===== src/rtl/fifo_arbiter.sv =====
// Round-robin arbiter that moves words from four source FIFOs into four
// destination FIFOs. The destination is chosen by the top two bits of each
// word. Every output comes straight from a register.
module fifo_arbiter #(
  parameter int unsigned WORD_SIZE  = 10,
  parameter int unsigned NUM_QUEUES = 4
) (
  input  logic                            clk,
  input  logic                            reset_L,
  input  logic                            init,
  input  logic [NUM_QUEUES-1:0]           src_empty,
  input  logic [NUM_QUEUES-1:0]           src_error,
  input  logic [NUM_QUEUES-1:0]           src_valid,
  input  logic [NUM_QUEUES*WORD_SIZE-1:0] src_data,
  input  logic [NUM_QUEUES-1:0]           dst_almost_full,
  output logic [NUM_QUEUES-1:0]           src_pop,
  output logic [NUM_QUEUES-1:0]           dst_push,
  output logic [WORD_SIZE-1:0]            dst_data,
  output logic [2:0]                      state,
  output logic                            idle_out
);

  localparam int unsigned PtrW = (NUM_QUEUES > 1) ? $clog2(NUM_QUEUES) : 1;

  typedef enum logic [2:0] {
    StReset  = 3'd0,
    StInit   = 3'd1,
    StIdle   = 3'd2,
    StActive = 3'd3,
    StError  = 3'd4
  } state_e;

  state_e                state_q, state_d;
  logic [PtrW-1:0]       ptr_q, ptr_d;       // first queue examined by the next search
  logic [NUM_QUEUES-1:0] pop_q, pop_d;
  logic [NUM_QUEUES-1:0] push_q, push_d;
  logic [WORD_SIZE-1:0]  data_q, data_d;
  logic                  idle_q, idle_d;

  logic                  fault;
  logic [NUM_QUEUES-1:0] eligible;
  logic                  grant_found;
  logic [PtrW-1:0]       grant_idx;
  logic [PtrW-1:0]       cand;
  logic [WORD_SIZE-1:0]  word;
  logic [1:0]            dest;

  // Fault detection, round-robin search and selection of the returning word.
  always_comb begin
    fault       = (src_error != '0) || ($countones(src_valid) > 1);
    // A queue popped last cycle still shows its stale empty flag, so skip it.
    eligible    = ~src_empty & ~pop_q;
    grant_found = 1'b0;
    grant_idx   = '0;
    cand        = '0;
    for (int i = 0; i < int'(NUM_QUEUES); i++) begin
      cand = ptr_q + PtrW'(i);
      if (!grant_found && eligible[cand]) begin
        grant_found = 1'b1;
        grant_idx   = cand;
      end
    end
    word = '0;
    for (int k = 0; k < int'(NUM_QUEUES); k++) begin
      if (src_valid[k]) begin
        word = src_data[k*WORD_SIZE +: WORD_SIZE];
      end
    end
    dest = word[WORD_SIZE-1 -: 2];
  end

  // Next-state logic: init overrides everything, and faults override normal flow.
  always_comb begin
    state_d = state_q;
    case (state_q)
      StReset: state_d = StInit;
      StInit: begin
        if (!init) state_d = StIdle;
      end
      StIdle: begin
        if (init)             state_d = StInit;
        else if (fault)       state_d = StError;
        else if (~&src_empty) state_d = StActive;
      end
      StActive: begin
        if (init)       state_d = StInit;
        else if (fault) state_d = StError;
        else if (&src_empty && (pop_q == '0) && (src_valid == '0)) state_d = StIdle;
      end
      StError: begin
        if (init) state_d = StInit;
      end
      default: state_d = StReset;
    endcase
  end

  // Output next values, computed for the state being entered so they line up with it.
  always_comb begin
    pop_d  = '0;
    push_d = '0;
    ptr_d  = ptr_q;
    data_d = data_q;
    idle_d = (state_d == StIdle);
    if (state_d == StInit) begin
      ptr_d = '0;
    end
    if (state_d == StActive) begin
      if (grant_found && (dst_almost_full == '0)) begin
        pop_d[grant_idx] = 1'b1;
        ptr_d            = grant_idx + PtrW'(1);
      end
      // A push already in flight finishes even after almost_full rises.
      if ((state_q == StActive) && (src_valid != '0)) begin
        push_d[dest] = 1'b1;
        data_d       = word;
      end
    end
  end

  // Registers; reset_L is sampled only on the clock edge.
  always_ff @(posedge clk) begin
    if (!reset_L) begin
      state_q <= StReset;
      ptr_q   <= '0;
      pop_q   <= '0;
      push_q  <= '0;
      data_q  <= '0;
      idle_q  <= 1'b0;
    end else begin
      state_q <= state_d;
      ptr_q   <= ptr_d;
      pop_q   <= pop_d;
      push_q  <= push_d;
      data_q  <= data_d;
      idle_q  <= idle_d;
    end
  end

  assign src_pop  = pop_q;
  assign dst_push = push_q;
  assign dst_data = data_q;
  assign state    = state_q;
  assign idle_out = idle_q;

endmodule


===== config.mk =====
export PLATFORM = sky130hd
export DESIGN_NAME = fifo_arbiter
export DESIGN_NICKNAME = d
export VERILOG_FILES = /design/src/rtl/fifo_arbiter.sv
export SDC_FILE = /design/constraint.sdc
export NUM_CORES = 1
export LEC_CHECK = 0
export ABC_AREA = 1
export BUFFER_PORTS_ARGS = -buffer_cell sky130_fd_sc_hd__buf_2
export CAP_MARGIN = 20
export CORE_MARGIN = 8
export CORE_UTILIZATION = 30
export CTS_CLUSTER_SIZE = 16
export DETAILED_ROUTE_END_ITERATION = 8
export GPL_ROUTABILITY_DRIVEN = 1
export PLACE_DENSITY_LB_ADDON = 0.05
export SLEW_MARGIN = 20
export SYNTH_ARGS = -nofsm -noshare
export SYNTH_HDL_FRONTEND = slang
export SYNTH_SLANG_ARGS = --single-unit

===== constraint.sdc =====
create_clock -name clk -period 2.1 [get_ports clk]
set_clock_uncertainty 0.15 [all_clocks]
set_input_delay 0 -clock clk [delete_from_list [all_inputs] [get_ports clk]]
set_output_delay 0 -clock clk [all_outputs]
set_load 0.05 [all_outputs]

# Yosys cells after proc, flatten, opt, wreduce, memory -nomap -nowiden
# Index checks and enable logic that the tools add are counted.
# op_classes
shift,0
muxes,36
addsub,7
order_cmp,9
div_mod_pow,0
eq_ne,7
multipliers,0
bitwise,3
n_reduce_logical,23
# op_table
operator,n
$mux 10,4
$mux 3,8
$lt 2x3->1 const B,6
$pmux 3 s5,1
$mux 2,7
$eq 3x2->1 const B,4
$logic_not 4->1,3
$mux 1,10
$logic_and 1x1->1,9
$bmux 1 s2,4
$not 4->4,2
$reduce_bool 4->1,2
$eq 3x1->1 const B,2
$reduce_and 3->1,2
$add 1x1->2,2
$add 2x1->2 const B,2
$add 2x2->2 const B,2
$and 4x4->4,1
$demux 1 s2,2
$ge 2x1->1 const B,2
$reduce_and 4->1,1
$add 2x2->3,1
$eq 3x3->1 const B,1
$gt 3x1->1 const B,1
other kinds (4),6
# word_totals
out_inout_bits,22
latchBits,0
register_bits,24
memories,0
ram_bits,0
in_bits,59
word_cells,91
romBits,0

# Depth between registers and ports, before layout
# logic_depth
ltp_word,18
depth_mapped,14
ltp_nobuf,13

# Least setup slack after synthesis
# No wires, ideal clock.
# synth_path
path_type,input to register
startpoint,input src_valid[1]
endpoint,"register data_q[0], in the netlist dst_data[0]"
required_time_ps,1818
path_stages,10
t_arrival_ps,1777
n_path_buf,1
setup_time_ps,132
slack_ps,41
cell_sequence,clkbuf_1 -> inv_1 -> fa_1 -> o21ai_1 -> nor2_1 -> nor2_1 -> nor2_1 -> nand4_1 -> nand2_1 -> a21oi_1
# synth_via
elab_chain_cells,9
word_cells_on_any_way,19
cone_classes,add/sub: 2; order compare: 1; eq/ne: 1; mux: 9; reduce/logical: 6
# synth_lines
item,line,text
"start, declared",13,"input logic [NUM_QUEUES-1:0] src_valid,"
$add 1x1->2 (implied by the code),50,fault = (src_error != '0) || ($countones(src_valid) > 1);
$add 2x2->3 (implied by the code),50,
$gt 3x1->1,50,
$logic_or 1x1->1,50,
"$mux 3, on equally long branches","87, 82",
"$mux 3, on equally long branches","86, 81",
$pmux 3 s5,75,case (state_q)
$eq 3x2->1,107,if (state_d == StActive) begin
$reduce_and 2->1 (no source line),-,
"end signal, assigned",134,data_q <= data_d;
"end, declared",37,"logic [WORD_SIZE-1:0] data_q, data_d;"
# Several ways; a longest one is shown, not always the timed one.
# A chain may end at the register's enable or synchronous reset.

# Worst setup path after layout
# layout_path
startpoint,register ptr_q[1]
endpoint,register ptr_q[1]
# layout_via
elab_chain_cells,15
word_cells_on_any_way,30
cone_classes,add/sub: 4; mux: 19; reduce/logical: 7
# layout_lines
item,line,text
"start, declared",34,"logic [PtrW-1:0] ptr_q, ptr_d;"
"start signal, assigned",131,ptr_q <= ptr_d;
branches (longest 14 deep; another with $add 2x1->2),-,
$mux 2 *,107,
# Every way passes the cells marked *. The select of a mux whose other input is x is not followed.

==> results.ini <==
[placed_design]
placed_area_mm2=0.00211
io_buffers=80
dp_hpwl_mm=4.23
place.gp.congestion=0.795

[worst_setup_path]
path_depth=11
crit_family=simple AND/OR/NAND/NOR gates
worst_ep_arrival_time_ns=1.89
start_kind=register
endpoint_kind=register
r2r-end=ptr_q[1]
path_common_cell=nand2_1
ff2ff_setup_slack_ns=0.23
path_cells=inv_2 > nand2_1 > nand2_1 > nand3_1 > nand2_1 > nand3_1 > nor2_1 > a21oi_2 > ha_1 > nand3_1 > nand2_1
slowest_stage=dfxtp_2
max_stage_delay_ns=0.36
critPathRequiredTime_ns=2.12
reg2reg_depth=11
critPathBufInv=1
r2r-start=ptr_q[1]
crit_type=reg2reg
crit_end=ptr_q[1]
cp_max_fo=5
crit_path_start=ptr_q[1]

[clocking]
clock_latency_ns=0.26
cts_root_buf=clkbuf_8
clk_pin_slew_ns=0.09
cts_buffers=3
cts-htree-levels=1
cts_buffer_depth=2
cts_setup_buffers=0
cts_tree=yes
clock_sinks=24

[drt]
vias=1897
drc_errors=0
wl_mm=5.15
wl_per_cell_um=12.0
drt-initial-drc-count=86
vias_per_cell=4.40
ant_nets=0
first_pass_iters=4

[pwr]
p_leak_nw=1.18
pwr_density_cell_mw_per_mm2=481
vdd_ir_drop_max_v=0.000278

[grt]
overflow=0
antenna_found_initial=0
grt_pass1_vias=1988
grt_use_total_pct=13.6
grt_max_degree=19
grt_pass1_wl_mm=8.60

[logic_synthesis]
yosysWarnings=0
syn-instance-count=265
synth-seq-cells=24
synth_area_leaders=dfxtp_1 (30%), nand2_1 (23%), nor2_1 (8.0%), a21oi_1 (6.6%), o21ai_0 (5.3%)
yosys.cell_types.count=25
synth.yosys.seq_area_share_pct=30.1
synth_top_area_cell=dfxtp_1
synth.avg_cell_area_um2=6.03
synth_top_area_share_pct=30.1
synth_area_mm2=0.00160
syn_nets=330

[die]
start_util_pct=31.1
fp-row-count=26
pin_count=81
core_mm2=0.00514
die_w_um=89.0
dieArea_mm2=0.00792
die_h_um=89.0

[finish]
fillers=574
drive_gt1_share_pct=29.6
multiInputGateArea_um2=990
areaGrowthSynthToFinish_pct=44.6
final_cell_mix=nand2_1 (97), buf_2 (80), nor2_1 (34), dfxtp_1 (22), a21oi_1 (20)
register_area_um2=483
n_antenna_cell=0
final_area_mm2=0.00231
nNetsFinal=427
layout_commonest_cell=nand2_1

[sta]
fmax_mhz=534
slew_headroom_pct=69.8
timing.hold.ws_ns=-0.00679
finalHoldViolations=1
fin_crit_sh_pct=89.1
min_period_ns=1.87
rsz0062_at_grt=false
setup_tns_ns=0
setup_viol=0
worst_pin_slew_ns=0.453
final_max_slew_viol_count=0

[run]
cap_violations=0

[outcome]
status=finished, violations left
violations=negative hold slack

[min_path]
hp-class=in2reg

## metrics by stage
step                hold slack [ns]  instances  total power (W)  setup WS (ns)  utilization (%)
floorplan                   -0.0602        265         0.000611         0.0412                -
global placement             0.0717        415         0.000703         0.0787             41.0
detailed placement           0.0757        415         0.000704         0.0605             41.0
CTS                         0.00287        431          0.00112          0.105             44.8
global route                 0.0365        431          0.00118         0.0374             45.0
finish                     -0.00679        431          0.00111          0.228             45.0
## tightest hold or removal path, cell delays in order
cell	delay (ns)
buf_2	0.09
nand2_1	0.05
o21ai_0	0.10
nand2_1	0.08
a21oi_1	0.05
## cell usage after synthesis
master and count:
nor4_1 1, nor2_1 34, o21a_1 1, o21bai_1 1
fa_1 1, o21ai_0 17, buf_6 1, nand4_1 3
a22o_1 1, clkbuf_1 4, inv_1 17, dfxtp_1 24
o211ai_1 1, inv_2 4, o21ai_1 5, nand2_2 2
buf_4 4, a21oi_1 21, nor2_2 2, nand2_1 97
nand3_1 15, ha_1 5, nand3_2 2, a22oi_1 1
a2111oi_0 1
## final cells by class
cell class              count  share of cell area [%]
multi-input cells         211                    42.8
inverters                  21                    3.41
clock inverters             1                    1.30
flip-flops and latches     24                    20.9
repair buffers            101                    26.0
clock buffers               3                    1.79
well taps                  70                    3.79
## repair_timing
| item | CTS | global route |
|---|---|---|
| setup endpoints to repair | 0 | 4 |
| hold buffers | 12 | 0 |
| gates resized for setup | 0 | 4 |
| hold endpoints to repair | 18 | 0 |
## state kept, by name, indices dropped and copies added (netlist names)
name and flops:
idle_out 1, src_pop 4, state 3, dst_push 4, ptr_q 2, dst_data 10
## metal layers
| layer | vias up | part of all wire (%) | global-route usage (%) |
|---|---|---|---|
| li1 | 1045 | - | - |
| met1 | 801 | 42 | 14.5 |
| met2 | 47 | 50 | 25.5 |
| met3 | 4 | 7.2 | 4.50 |
| met4 | 0 | 0.68 | 2.72 |
| met5 | - | 0 | 0 |
## power breakdown
part           total, W  switching [W]  internal, W
Clock          0.000402       0.000147     0.000255
Combinational  0.000247       0.000139     0.000108
Sequential     0.000463     0.00000378     0.000459
## cells by family (layout without fill, tap and decap cells)
group / Yosys count / count (layout) / share of synthesized area, %
and+or+nand+nor: 156 / 156 / 39.9
AOI/OAI and AO/OA: 49 / 49 / 16.4
buffers and inverters: 30 / 126 / 8.46
DFF: 24 / 24 / 30.1
adders and majority gates: 6 / 6 / 5.17
## worst min path at each step
stage,slack [ns],depth (start not counted),endpoint,from
floorplan,-0.06,1,state[2],init
global placement,0.07,2,state[2],init
global route,0.04,5,dst_data[1],src_data[31]
detailed placement,0.08,2,state[2],init
CTS,0.003,5,dst_data[1],src_data[31]
finish,-0.007,5,dst_data[1],src_data[31]
Note: power is estimated with default switching activity, not from simulation.
